File: src/rtl/alu_cmd_ctrl_pkg.sv
// Shared opcode, flag-index and helper definitions for the ALU command front end.
package alu_cmd_ctrl_pkg;

  typedef enum logic [2:0] {
    OP_ADD  = 3'b000,
    OP_SUB  = 3'b001,
    OP_NOT  = 3'b010,
    OP_AND  = 3'b011,
    OP_OR   = 3'b100,
    OP_XOR  = 3'b101,
    OP_LESS = 3'b110,
    OP_EQ   = 3'b111
  } alu_op_e;

  localparam int FLAG_W    = 5;
  localparam int FLG_LESS  = 0;
  localparam int FLG_EQ    = 1;
  localparam int FLG_ZERO  = 2;
  localparam int FLG_CARRY = 3;
  localparam int FLG_OVF   = 4;

  function automatic logic [FLAG_W-1:0] pack_flags(input logic ovf, input logic carry,
                                                   input logic zero, input logic equal,
                                                   input logic less);
    logic [FLAG_W-1:0] f;
    f            = '0;
    f[FLG_OVF]   = ovf;
    f[FLG_CARRY] = carry;
    f[FLG_ZERO]  = zero;
    f[FLG_EQ]    = equal;
    f[FLG_LESS]  = less;
    return f;
  endfunction

endpackage

File: src/rtl/alu_cmd_ctrl_if.sv
// Command and response handshake bundle between a requester and alu_cmd_ctrl.
interface alu_cmd_ctrl_if
  import alu_cmd_ctrl_pkg::*;
#(
  parameter int W = 4
);
  logic              cmd_valid;
  logic              cmd_ready;
  logic [2:0]        cmd_opt;
  logic [W-1:0]      cmd_a;
  logic [W-1:0]      cmd_b;
  logic              rsp_valid;
  logic              rsp_ready;
  logic [W-1:0]      rsp_result;
  logic [FLAG_W-1:0] rsp_flags;

  modport master (
    output cmd_valid, cmd_opt, cmd_a, cmd_b, rsp_ready,
    input  cmd_ready, rsp_valid, rsp_result, rsp_flags
  );

  modport slave (
    input  cmd_valid, cmd_opt, cmd_a, cmd_b, rsp_ready,
    output cmd_ready, rsp_valid, rsp_result, rsp_flags
  );
endinterface

File: src/rtl/alu_cmd_fifo.sv
// Synchronous FIFO with occupancy count; head is read combinationally from storage.
module alu_cmd_fifo
  import alu_cmd_ctrl_pkg::*;
#(
  parameter int DEPTH = 2,
  parameter int DW    = 11
) (
  input  logic          clk,
  input  logic          rst_n,
  input  logic          push,
  input  logic          pop,
  input  logic [DW-1:0] din,
  output logic [DW-1:0] head,
  output logic          full,
  output logic          empty
);
  localparam int AW = $clog2(DEPTH);
  localparam int CW = AW + 1;

  logic [DW-1:0] mem [DEPTH];
  logic [AW-1:0] wr_ptr;
  logic [AW-1:0] rd_ptr;
  logic [CW-1:0] count;
  logic          do_push;
  logic          do_pop;

  assign do_push = push && !full;
  assign do_pop  = pop && !empty;
  assign full    = (count == CW'(DEPTH));
  assign empty   = (count == '0);
  assign head    = mem[rd_ptr];

  // Pointers wrap naturally because DEPTH is a power of two.
  always_ff @(posedge clk or negedge rst_n) begin
    if (!rst_n) begin
      wr_ptr <= '0;
      rd_ptr <= '0;
      count  <= '0;
    end else begin
      if (do_push) wr_ptr <= wr_ptr + AW'(1);
      if (do_pop)  rd_ptr <= rd_ptr + AW'(1);
      case ({do_push, do_pop})
        2'b10:   count <= count + CW'(1);
        2'b01:   count <= count - CW'(1);
        default: count <= count;
      endcase
    end
  end

  always_ff @(posedge clk) begin
    if (do_push) mem[wr_ptr] <= din;
  end

endmodule

File: src/rtl/alu_cmd_ctrl.sv
// Buffers ALU commands, drives the external ALU from the FIFO head and captures its result.
module alu_cmd_ctrl
  import alu_cmd_ctrl_pkg::*;
#(
  parameter int DEPTH = 2,
  parameter int W     = 4,
  parameter int CNT_W = 8
) (
  input  logic              clk,
  input  logic              rst_n,
  alu_cmd_ctrl_if.slave     bus,
  output logic [W-1:0]      alu_a,
  output logic [W-1:0]      alu_b,
  output logic [2:0]        alu_opt,
  input  logic [W-1:0]      alu_result,
  input  logic              alu_less,
  input  logic              alu_equal,
  input  logic              alu_carry,
  input  logic              alu_overflow,
  input  logic              alu_zero,
  output logic [FLAG_W-1:0] sticky_flags,
  input  logic              sticky_clr,
  output logic [CNT_W-1:0]  done_cnt
);
  localparam int DW = 3 + 2 * W;

  logic [DW-1:0]     head;
  logic              full;
  logic              empty;
  logic              push;
  logic              cap;
  logic              rsp_take;
  logic [FLAG_W-1:0] new_flags;

  assign push          = bus.cmd_valid && !full;
  assign cap           = !empty && (!bus.rsp_valid || bus.rsp_ready);
  assign rsp_take      = bus.rsp_valid && bus.rsp_ready;
  assign bus.cmd_ready = !full;
  assign {alu_opt, alu_a, alu_b} = empty ? '0 : head;
  assign new_flags     = pack_flags(alu_overflow, alu_carry, alu_zero, alu_equal, alu_less);

  alu_cmd_fifo #(
    .DEPTH (DEPTH),
    .DW    (DW)
  ) u_fifo (
    .clk   (clk),
    .rst_n (rst_n),
    .push  (push),
    .pop   (cap),
    .din   ({bus.cmd_opt, bus.cmd_a, bus.cmd_b}),
    .head  (head),
    .full  (full),
    .empty (empty)
  );

  always_ff @(posedge clk or negedge rst_n) begin
    if (!rst_n) begin
      bus.rsp_valid  <= 1'b0;
      bus.rsp_result <= '0;
      bus.rsp_flags  <= '0;
      sticky_flags   <= '0;
      done_cnt       <= '0;
    end else begin
      if (cap) begin
        bus.rsp_valid  <= 1'b1;
        bus.rsp_result <= alu_result;
        bus.rsp_flags  <= new_flags;
      end else if (rsp_take) begin
        bus.rsp_valid  <= 1'b0;
      end
      if (rsp_take) done_cnt <= done_cnt + CNT_W'(1);
      // A clear coinciding with a capture leaves exactly the new flags.
      sticky_flags <= (sticky_clr ? '0 : sticky_flags) | (cap ? new_flags : '0);
    end
  end

endmodule

File: src/flat_wrapper.sv
// flat-port wrapper written by rule: the top's interface ports become plain ports
module alu_cmd_ctrl_flat import alu_cmd_ctrl_pkg::*;
#(
  parameter int DEPTH = 2,
  parameter int W     = 4,
  parameter int CNT_W = 8
)
  (clk, rst_n, alu_a, alu_b, alu_opt, alu_result, alu_less, alu_equal, alu_carry, alu_overflow, alu_zero, sticky_flags, sticky_clr, done_cnt, bus_cmd_valid, bus_cmd_opt, bus_cmd_a, bus_cmd_b, bus_rsp_ready, bus_cmd_ready, bus_rsp_valid, bus_rsp_result, bus_rsp_flags);
  alu_cmd_ctrl_if #(.W(W)) bus_i ();
  input  logic clk;
  input  logic rst_n;
  output logic [W-1:0] alu_a;
  output logic [W-1:0] alu_b;
  output logic [2:0] alu_opt;
  input  logic [W-1:0] alu_result;
  input  logic alu_less;
  input  logic alu_equal;
  input  logic alu_carry;
  input  logic alu_overflow;
  input  logic alu_zero;
  output logic [FLAG_W-1:0] sticky_flags;
  input  logic sticky_clr;
  output logic [CNT_W-1:0] done_cnt;
  input wire logic [$bits(bus_i.cmd_valid)-1:0] bus_cmd_valid;
  input wire logic [$bits(bus_i.cmd_opt)-1:0] bus_cmd_opt;
  input wire logic [$bits(bus_i.cmd_a)-1:0] bus_cmd_a;
  input wire logic [$bits(bus_i.cmd_b)-1:0] bus_cmd_b;
  input wire logic [$bits(bus_i.rsp_ready)-1:0] bus_rsp_ready;
  output wire logic [$bits(bus_i.cmd_ready)-1:0] bus_cmd_ready;
  output wire logic [$bits(bus_i.rsp_valid)-1:0] bus_rsp_valid;
  output wire logic [$bits(bus_i.rsp_result)-1:0] bus_rsp_result;
  output wire logic [$bits(bus_i.rsp_flags)-1:0] bus_rsp_flags;
  assign bus_i.cmd_valid = bus_cmd_valid;
  assign bus_i.cmd_opt = bus_cmd_opt;
  assign bus_i.cmd_a = bus_cmd_a;
  assign bus_i.cmd_b = bus_cmd_b;
  assign bus_i.rsp_ready = bus_rsp_ready;
  assign bus_cmd_ready = bus_i.cmd_ready;
  assign bus_rsp_valid = bus_i.rsp_valid;
  assign bus_rsp_result = bus_i.rsp_result;
  assign bus_rsp_flags = bus_i.rsp_flags;
  alu_cmd_ctrl #(.DEPTH(DEPTH), .W(W), .CNT_W(CNT_W)) u_core (.clk(clk), .rst_n(rst_n), .bus(bus_i), .alu_a(alu_a), .alu_b(alu_b), .alu_opt(alu_opt), .alu_result(alu_result), .alu_less(alu_less), .alu_equal(alu_equal), .alu_carry(alu_carry), .alu_overflow(alu_overflow), .alu_zero(alu_zero), .sticky_flags(sticky_flags), .sticky_clr(sticky_clr), .done_cnt(done_cnt));
endmodule
File: config.mk
export PLATFORM = sky130hd
export DESIGN_NAME = alu_cmd_ctrl_flat
export DESIGN_NICKNAME = d
export VERILOG_FILES = /design/src/rtl/alu_cmd_ctrl_pkg.sv /design/src/rtl/alu_cmd_ctrl_if.sv /design/src/rtl/alu_cmd_fifo.sv /design/src/rtl/alu_cmd_ctrl.sv /design/src/flat_wrapper.sv
export SDC_FILE = /design/constraint.sdc
export NUM_CORES = 1
export LEC_CHECK = 0
export ABC_AREA = 1
export BUFFER_PORTS_ARGS = -buffer_cell sky130_fd_sc_hd__buf_2
export CAP_MARGIN = 20
export CORE_MARGIN = 2
export CORE_UTILIZATION = 40
export DETAILED_ROUTE_END_ITERATION = 8
export REMOVE_ABC_BUFFERS = 1
export SYNTH_ARGS = -nofsm -noshare
export SYNTH_HDL_FRONTEND = slang
export SYNTH_SLANG_ARGS = --single-unit
export TNS_END_PERCENT = 10
File: constraint.sdc
create_clock -name clk -period 1.6 [get_ports clk]
set_input_delay 0.32 -clock clk [delete_from_list [all_inputs] [get_ports clk]]
set_output_delay 0.32 -clock clk [all_outputs]
set_load 0.05 [all_outputs]
==> results.sh, run 1 <==
export IMPL_stdcell_area_um2=2650
export IMPL_diodes=0
export IMPL_syn_avg_cell_area_um2=11.05
export IMPL_hold_viol_final=0
export IMPL_outcome="finished with violations"
export IMPL_cts_tree="built"
export IMPL_netlist_area_um2=1967
export IMPL_final_cell_mix="65 x nand2_1, 49 x buf_2, 25 x dfrtp_1, 22 x edfxtp_1"
export IMPL_dp_hpwl_um=2670
export IMPL_period_needed_ns=1.619
export IMPL_ios=60
export IMPL_grt_use_total_pct=14.34
export IMPL_via_per_inst=4.414
export IMPL_grt_ovfl_total=0
export IMPL_drt_iter0_markers=73
export IMPL_path_clk_slew_ns=0.09
export IMPL_worstPathArrival_ns=1.30
export IMPL_start_kind="flop"
export IMPL_ctsHoldBuffers=0
export IMPL_cts_root_buf="clkbuf_8"
export IMPL_min_path_type="in -> async"
export IMPL_path_class="reg -> out"
export IMPL_finalCritPeriodShare_pct=101.2
export IMPL_synth_seq_cells=49
export IMPL_drtPass1Iterations=4
export IMPL_synthCells=178
export IMPL_slew_viol_final=0
export IMPL_numCtsBuffers=5
export IMPL_multiInputGateArea_um2=593.1
export IMPL_drc_errors=0
export IMPL_layout_nets=278
export IMPL_start_util_pct=41.64
export IMPL_fillCellCount=418
export IMPL_regArea_um2=1339
export IMPL_antenna_found_initial=0
export IMPL_globalRouteMet3Util_pct=4.065
export IMPL_placedInstanceArea_um2=2371
export IMPL_cts_htree_levels=2
export IMPL_rsz0062_at_grt="yes"
export IMPL_crit_required_ns=1.28
export IMPL_setup_ws_ns=-0.01884
export IMPL_max_cap_viol_count=0
export IMPL_clkLatencyLatePin_ns=0.30
export IMPL_io_buffers=59
export IMPL_grt_pass1_vias=1270
export IMPL_ctsLongestPathBuffers=2
export IMPL_violations="setup timing"
export IMPL_ant_nets=0
export IMPL_met1_usage_pct=18.51
export IMPL_place_ws_ns=0.1314
export IMPL_end_kind="primary output"
export IMPL_coreArea_um2=4723
export IMPL_num_rows=25
export IMPL_finalClockSkew_ns=0.005462
export IMPL_setup_viol_count_final=5
export IMPL_grt_busiest_layer="met2"
export IMPL_grt_first_pass_wirelength_um=5802
export IMPL_grt_max_degree=28
export IMPL_ys_warn_count=0
export IMPL_slew_headroom_pct=60.01
export IMPL_fmax_ghz=0.6177
export IMPL_instances_no_fill=319
export IMPL_met2_usage_pct=23.41
export IMPL_dieArea_um2=5494
export IMPL_routed_wl_um=3811
export IMPL_wire_per_inst_um=11.95
export IMPL_die_h_um=74.12
export IMPL_layout_commonest_cell="nand2_1"
export IMPL_seq_area_frac_synth_pct=67.94
export IMPL_die_w_um=74.12
export IMPL_dr_total_vias=1408
export IMPL_crit_fanout=8
export IMPL_drive_gt1_share_pct=40.87
export IMPL_yosysUniqueCellTypes=23
export IMPL_area_delta_synth_final_pct=34.73
export IMPL_routabilityCongestion=0.6841
export IMPL_placedCellCount=308
export IMPL_worst_pin_slew_ns=0.5998
export IMPL_cts_num_sinks=49
## layout make-up
cell class / count / share of cell area, %
repair buffers: 70 / 16.90
inverters: 14 / 1.983
multi-input cells: 111 / 22.38
clock inverters: 3 / 2.455
flip-flops and latches: 49 / 50.52
clock buffers: 5 / 2.597
well taps: 67 / 3.163
## registers in the layout (all words and copies together) (netlist names)
name	flops
u_core.u_fifo.wr_ptr	1
u_core.u_fifo.count	2
u_core.bus.rsp_result	4
u_core.done_cnt	8
u_core.u_fifo.rd_ptr	1
u_core.sticky_flags	5
u_core.u_fifo.mem	22
u_core.bus.rsp_valid	1
u_core.bus.rsp_flags	5
## critical path, cell delays in order, from the launching register on
cell and delay [ns]:
dfrtp_1 0.40, inv_2 0.09, buf_6 0.12, nand2_1 0.05, a21oi_1 0.12, buf_4 0.21
## path summary, 6_finish.rpt
path / from / endpoint / slack [ns] / cells past startpoint
max in group asynchronous: rst_n / u_core.u_fifo.count[0]$_DFFE_PN0P_ / 1.15 / 1
worst min register to register: u_core.bus.rsp_result[0]$_DFFE_PN0N_ / u_core.bus.rsp_result[0]$_DFFE_PN0N_ / 0.48 / 2
worst max-delay path: u_core.u_fifo.rd_ptr$_DFFE_PN0P_ / alu_opt[2] / -0.02 / 5
worst min-delay path: rst_n / u_core.u_fifo.rd_ptr$_DFFE_PN0P_ / 0.02 / 1
min in group clk: bus_cmd_opt[0] / u_core.u_fifo.mem[0][8]$_DFFE_PP_ / 0.20 / 1
worst max register to register: u_core.u_fifo.count[0]$_DFFE_PN0P_ / u_core.u_fifo.count[1]$_DFFE_PN0P_ / 0.07 / 7
## kinds of logic after synthesis
logic type | share of synthesized area, %
adders and majority gates | 1.272
xor gates and xnor gates | 3.499
and+or+nand+nor | 17.24
AOI/OAI and AO/OA | 5.025
muxes | 0.5725
buffers and inverters | 4.453
DFF | 67.94
## metal layers
metal / vias to the layer above / part of all wire [%]
met2: 37 / 49
met4: 0 / 1.3
met5: - / 0
met1: 650 / 44
li1: 716 / -
met3: 5 / 5.1
## per-stage QoR
step | hold WS (ns) | TNS [ns] | util, %
floorplan | 0.02441 | -5.312 | -
global placement | 0.3740 | 0 | 50.20
detailed placement | 0.3756 | 0 | 50.20
CTS | 0.03589 | -0.1965 | 54.49
global route | 0.05188 | -0.9773 | 56.11
finish | 0.01573 | -0.04680 | 56.11
## cell usage after synthesis
cell type	instances	area (um^2)
xnor2_1	4	35.03
inv_2	1	3.750
buf_4	1	7.510
nor2_4	1	11.26
nor2_2	2	12.51
inv_1	13	48.80
xor2_1	2	17.52
mux2_2	1	11.26
nand2_2	2	12.51
nor2_1	4	15.01
o21ai_2	1	8.760
buf_2	1	5.000
nand3b_1	2	15.01
a21oi_1	13	65.06
ha_1	2	25.02
edfxtp_1	22	660.6
o21ai_0	5	25.02
buf_6	2	22.52
xor2_2	1	16.27
nand3_1	3	15.01
or2_1	1	6.260
dfrtp_1	27	675.7
nand2_1	67	251.5
## repair_timing
item | 4_1_cts | 5_1_grt
pin swaps | 0 | 2
endpoints found under the setup margin | 11 | 13
gates resized for setup | 20 | 21
buffers inserted | 2 | 0
gates cloned | 1 | 0
Power of run 1 is not shown: default switching activity piles up to over one toggle a cycle in this logic, so the estimate is an artifact.
==> run 2, diff against run 1 <==
--- a/config.mk
+++ b/config.mk
@@ -15,4 +15,3 @@
 export SYNTH_ARGS = -nofsm -noshare
 export SYNTH_HDL_FRONTEND = slang
 export SYNTH_SLANG_ARGS = --single-unit
-export TNS_END_PERCENT = 10
==> constraint.sdc (replaced) <==
create_clock -name clk -period 1.64 [get_ports clk]
set_input_delay 0.328 -clock clk [delete_from_list [all_inputs] [get_ports clk]]
set_output_delay 0.328 -clock clk [all_outputs]
set_load 0.05 [all_outputs]
==> run 2 against run 1 <==
Net effect:
- core utilization is 0.37 points lower
- die area is the same
- critical path depth unchanged
- the flow now finishes without violations
- sequential cell count stayed put
==> results.sh, run 2 (synthesis results as in run 1) <==
export IMPL_outcome="completed"
export IMPL_die_w_um=74.12
export IMPL_path_buf_inv=3
export IMPL_final_cell_mix="63 x nand2_1, 48 x buf_2, 26 x dfrtp_1, 22 x edfxtp_1, 13 x buf_6"
export IMPL_end_kind="primary output"
export IMPL_clkLatencyLatePin_ns=0.30
export IMPL_drive_gt1_share_pct=39.84
export IMPL_regArea_um2=1338
export IMPL_ios=60
export IMPL_layout_commonest_cell="nand2_1"
export IMPL_die_h_um=74.12
export IMPL_routed_wl_um=3860
export IMPL_slew_headroom_pct=58.92
export IMPL_drt_iter0_markers=34
export IMPL_regMostFlops="u_core.u_fifo.mem"
export IMPL_worst_pin_slew_ns=0.6162
export IMPL_setup_viol_count_final=0
export IMPL_dp_hpwl_um=2681
export IMPL_cts_tree="built"
export IMPL_ant_nets=0
export IMPL_fin_util_pct=55.74
export IMPL_start_kind="flop"
export IMPL_start_util_pct=41.64
export IMPL_max_cap_viol_count=0
export IMPL_fmax_ghz=0.6118
export IMPL_fillCellCount=434
export IMPL_cpMaxStageDelayCell="dfrtp_1"
export IMPL_drtPass1Iterations=4
export IMPL_slew_viol_final=0
export IMPL_finalClockSkew_ns=0.008822
export IMPL_crit_required_ns=1.31
export IMPL_io_buffers=59
export IMPL_slowest_delay_ns=0.41
export IMPL_area_delta_synth_final_pct=33.84
export IMPL_cts_num_sinks=49
export IMPL_via_per_inst=4.544
export IMPL_worstPathArrival_ns=1.31
export IMPL_coreArea_um2=4723
export IMPL_crit_reg2reg_launch="u_core.u_fifo.count[0]$_DFFE_PN0P_"
export IMPL_crit_fanout=8
export IMPL_grt_max_degree=28
export IMPL_path_cells="inv_2 > buf_6 > nand2_1 > a21oi_1 > buf_4"
export IMPL_dr_total_vias=1445
export IMPL_reg_top3="u_core.u_fifo.mem: 22 flops, u_core.done_cnt: 8 flops"
export IMPL_drc_errors=0
export IMPL_grt_ovfl_total=0
export IMPL_cts_htree_levels=2
export IMPL_wire_per_inst_um=12.14
export IMPL_hold_viol_final=0
export IMPL_multiInputGateArea_um2=601.8
export IMPL_ctsLongestPathBuffers=2
export IMPL_reg2reg_depth=7
export IMPL_min_path_type="in -> async"
export IMPL_instances_no_fill=318
export IMPL_antenna_found_initial=0
export IMPL_cts_root_buf="clkbuf_8"
export IMPL_ff2ff_setup_slack_ns=0.15
export IMPL_largest_register_ffs=22
export IMPL_numCtsBuffers=5
export IMPL_period_needed_ns=1.634
export IMPL_critical_path_top_delay_family="buffers and inverters"
export IMPL_routabilityCongestion=0.6921
export IMPL_path_class="reg -> out"
export IMPL_diodes=0
export IMPL_layout_nets=277
export IMPL_regToRegEndpoint="u_core.u_fifo.count[1]$_DFFE_PN0P_"
export IMPL_placedCellCount=307
export IMPL_grt_pass1_vias=1370
export IMPL_rsz0062_at_grt="yes"
export IMPL_finalCritPeriodShare_pct=99.66
export IMPL_whs_ns=0.03042
export IMPL_grt_use_total_pct=15.12
export IMPL_num_rows=25
export IMPL_path_clk_slew_ns=0.09
export IMPL_dieArea_um2=5494
export IMPL_grt_first_pass_wirelength_um=6168
==> run 2: worst max path at each step <==
stage                                       startpoint                            endpoint  slack, ns  cells after the start
floorplan             u_core.u_fifo.rd_ptr$_DFFE_PN0P_                            alu_a[0]      -0.27                      3
CTS                   u_core.u_fifo.rd_ptr$_DFFE_PN0P_                            alu_b[0]     -0.006                      5
global route          u_core.u_fifo.rd_ptr$_DFFE_PN0P_                            alu_a[1]      -0.06                      5
global placement    u_core.u_fifo.count[0]$_DFFE_PN0P_                            alu_b[0]       0.21                      4
finish                u_core.u_fifo.rd_ptr$_DFFE_PN0P_                          alu_opt[2]      0.006                      5
detailed placement                       bus_rsp_ready  u_core.u_fifo.count[1]$_DFFE_PN0P_       0.19                      9
==> run 2: per-stage QoR <==
stage          area [um^2]  setup TNS (ns)  setup WS [ns]
2_1_floorplan         1932          -4.440        -0.2733
3_3_place_gp          2364               0         0.2054
3_5_place_dp          2364               0         0.1877
4_1_cts               2532        -0.01051      -0.005906
5_1_grt               2633         -0.4843       -0.05813
6_report              2633               0       0.005610
==> run 2: cell type report <==
type	count	area share, %
multi-input combinational	111	22.86
inverter	14	1.996
sequential	49	50.81
clock buffer	5	2.614
timing repair buffer	69	16.97
tap	67	3.184
clock inverter	3	1.568
==> run 2: worst register-to-register path, cell delays in order (launching register included) <==
cell     delay [ns]
dfrtp_2        0.40
buf_4          0.15
o21ai_2        0.16
inv_2          0.05
ha_1           0.30
a21oi_1        0.12
nand2_1        0.07
xnor2_1        0.12
==> run 2: repair_timing <==
item | CTS | global route
pin swaps | 0 | 4
hold buffers | 0 | 0
setup endpoints to repair | 11 | 11
resized for setup | 16 | 26
setup buffers | 2 | 1
==> run 2: metal layers <==
metal	global-route usage [%]	up-vias	share of wire, %
met3	4.201	7	4.5
li1	-	718	-
met4	4.848	0	1.4
met2	25.50	39	49
met1	18.95	681	45
met5	0	-	0
Power of run 2 is left out for the same reason.
==> run 3, diff against run 2 <==
--- a/config.mk
+++ b/config.mk
@@ -5,12 +5,12 @@
 export SDC_FILE = /design/constraint.sdc
 export NUM_CORES = 1
 export LEC_CHECK = 0
-export ABC_AREA = 1
 export BUFFER_PORTS_ARGS = -buffer_cell sky130_fd_sc_hd__buf_2
 export CAP_MARGIN = 20
 export CORE_MARGIN = 2
 export CORE_UTILIZATION = 40
 export DETAILED_ROUTE_END_ITERATION = 8
+export PLACE_DENSITY_LB_ADDON = 0.05
 export REMOVE_ABC_BUFFERS = 1
 export SYNTH_ARGS = -nofsm -noshare
 export SYNTH_HDL_FRONTEND = slang
==> run 3 against run 2 <==
Net effect:
- the run now ends with setup timing left
- hold slack got worse by 0.0011 ns
- worst setup slack lost 0.075 ns
- clock-buffer cell count is the same
- highest routed layer unchanged
==> results.sh, run 3 <==
export IMPL_diodes=0
export IMPL_synth_area_leaders="dfrtp_1 35%, edfxtp_1 34%, mux2i_1 5.7%"
export IMPL_wire_per_inst_um=13.99
export IMPL_synth_seq_cells=49
export IMPL_worst_pin_slew_ns=0.6029
export IMPL_setup_viol_count_final=11
export IMPL_cts_num_sinks=49
export IMPL_drive_gt1_share_pct=44.39
export IMPL_globalRouteMet3Util_pct=4.527
export IMPL_final_cell_mix="48 x buf_2, 25 x dfrtp_1, 22 x edfxtp_1, 15 x nor2_1, 12 x buf_6"
export IMPL_fmax_ghz=0.5850
export IMPL_drt_iter0_markers=45
export IMPL_grt_max_degree=28
export IMPL_ctsLongestPathBuffers=2
export IMPL_netlist_area_um2=1932
export IMPL_drtPass1Iterations=4
export IMPL_regToRegEndpoint="u_core.u_fifo.mem[1][2]$_DFFE_PP_"
export IMPL_dr_total_vias=1203
export IMPL_cts_htree_levels=2
export IMPL_outcome="finished with violations"
export IMPL_ys_warn_count=0
export IMPL_ctsHoldBuffers=0
export IMPL_reg2reg_depth=2
export IMPL_setup_ws_ns=-0.06941
export IMPL_synth_common_cells="27 x dfrtp_1, 22 x edfxtp_1, 15 x nor2_1"
export IMPL_crit_fanout=6
export IMPL_antenna_found_initial=0
export IMPL_slowest_delay_ns=0.50
export IMPL_largest_register_ffs=22
export IMPL_regArea_um2=1341
export IMPL_grt_pass1_vias=1157
export IMPL_grt_busiest_layer="met2"
export IMPL_routabilityCongestion=0.7011
export IMPL_dp_hpwl_um=2428
export IMPL_rsz0062_at_grt="yes"
export IMPL_fin_util_pct=54.16
export IMPL_synthCells=127
export IMPL_area_delta_synth_final_pct=31.54
export IMPL_crit_reg2reg_launch="u_core.u_fifo.count[0]$_DFFE_PN0P_"
export IMPL_finalClockSkew_ns=0.01069
export IMPL_met1_usage_pct=18.07
export IMPL_path_class="reg -> out"
export IMPL_synth_edff_count=22
export IMPL_multiInputGateArea_um2=569.3
export IMPL_layout_commonest_cell="buf_2"
export IMPL_synth_top_flop_cell="dfrtp_1"
export IMPL_dieArea_um2=5402
export IMPL_cp_common_cell="buf_6"
export IMPL_synth_top_area_share_pct=34.97
export IMPL_start_util_pct=41.17
export IMPL_cts_root_buf="clkbuf_8"
export IMPL_syn_avg_cell_area_um2=15.21
export IMPL_yosysTopAreaCell="dfrtp_1"
export IMPL_cpMaxStageDelayCell="dfrtp_4"
export IMPL_period_needed_ns=1.709
export IMPL_setup_tns_ns=-0.5213
export IMPL_post_synth_top_count_cell="dfrtp_1"
export IMPL_slew_headroom_pct=59.80
export IMPL_start_kind="flop"
export IMPL_drc_errors=0
export IMPL_violations="setup timing"
export IMPL_via_per_inst=4.812
export IMPL_hold_viol_final=0
export IMPL_grt_first_pass_wirelength_um=5492
export IMPL_die_h_um=73.50
export IMPL_end_kind="primary output"
export IMPL_cts_tree="built"
export IMPL_routed_wl_um=3497
export IMPL_min_path_type="in -> async"
export IMPL_path_cells="buf_6 > mux2i_1 > nor2_1 > buf_6"
export IMPL_crit_start="u_core.u_fifo.rd_ptr$_DFFE_PN0P_"
export IMPL_num_rows=25
export IMPL_fillCellCount=425
export IMPL_crit_required_ns=1.31
export IMPL_grt_ovfl_total=0
export IMPL_path_clk_slew_ns=0.09
export IMPL_max_cap_viol_count=0
export IMPL_ff2ff_setup_slack_ns=0.18
export IMPL_reg_top3="u_core.u_fifo.mem: 22 flops, u_core.done_cnt: 8 flops"
export IMPL_met2_usage_pct=21.03
export IMPL_slew_viol_final=0
export IMPL_finalCritPeriodShare_pct=104.2
export IMPL_regMostFlops="u_core.u_fifo.mem"
export IMPL_grt_use_total_pct=13.73
export IMPL_ant_nets=0
export IMPL_async_flop_share_pct=55.10
export IMPL_ios=60
export IMPL_io_buffers=59
export IMPL_coreArea_um2=4692
export IMPL_die_w_um=73.50
export IMPL_layout_nets=222
export IMPL_worstPathArrival_ns=1.38
export IMPL_seq_area_frac_synth_pct=69.17
export IMPL_yosysUniqueCellTypes=23
export IMPL_clkLatencyLatePin_ns=0.30
export IMPL_numCtsBuffers=5
==> run 3: cell types whose count changed after synthesis, sizes merged, moves of 9 or more <==
| cell | delta |
|---|---|
| a21oi | -12 |
| mux2 | +9 |
| mux2i | +11 |
| nor2 | +9 |
| inv | -11 |
| nand2 | -63 |
==> run 3: critical path: cells and delay by family (launching register included) <==
kind | cells | cell delay [ns]
buffers and inverters | 2 | 0.32
flip-flops | 1 | 0.50
multiplexers | 1 | 0.12
AND/OR/NAND/NOR | 1 | 0.13
==> run 3: logic make-up after synthesis <==
family	Yosys count	synth area share [%]
flip-flops	49	69.17
AND/OR/NAND/NOR	30	6.995
multiplexers	21	12.11
XOR/XNOR	12	5.440
AO/OA/AOI/OAI	7	3.368
buffers and inverters	6	1.619
adder cells (fa/ha/maj)	2	1.295
==> run 3: repair_timing <==
action	CTS	global route
buffers inserted	0	2
pin swaps	0	2
gates resized for setup	19	8
endpoints found under the hold margin	0	0
endpoints found under the setup margin	11	11
gates cloned	0	0
==> run 3: how the worst max path moves through the flow <==
stage | endpoint | slack [ns] | cells past startpoint
4_1_cts | alu_opt[1] | -0.07 | 3
2_1_floorplan | u_core.u_fifo.mem[0][0]$_DFFE_PP_ | -0.33 | 3
6_report | alu_a[2] | -0.07 | 4
5_1_grt | alu_a[2] | -0.13 | 4
3_5_place_dp | alu_b[0] | 0.0007 | 3
3_3_place_gp | alu_b[2] | 0.06 | 3
==> run 3: layout make-up <==
cell class | instances | share of cell area (%)
clock buffer | 5 | 2.708
sequential | 49 | 52.78
tap | 54 | 2.659
clock inverter | 3 | 2.560
timing repair buffer | 64 | 16.45
multi-input combinational | 72 | 22.40
inverter | 3 | 0.4431
==> run 3: stage by stage <==
| stage | instances | cell area, um^2 | setup WS, ns | hold WS (ns) |
|---|---|---|---|---|
| CTS | 248 | 2484 | -0.06840 | 0.04576 |
| detailed placement | 240 | 2297 | 0.0006856 | 0.3817 |
| finish | 250 | 2541 | -0.06941 | 0.02927 |
| floorplan | 124 | 1912 | -0.3288 | 0.03241 |
| global route | 250 | 2541 | -0.1292 | 0.05160 |
| global placement | 240 | 2297 | 0.05894 | 0.3685 |
==> run 3: per-layer routing <==
| metal | part of all wire, % | up-vias |
|---|---|---|
| li1 | - | 580 |
| met1 | 44 | 581 |
| met2 | 48 | 35 |
| met3 | 6.2 | 7 |
| met4 | 1.7 | 0 |
| met5 | 0 | - |
Power of run 3 is left out for the same reason.
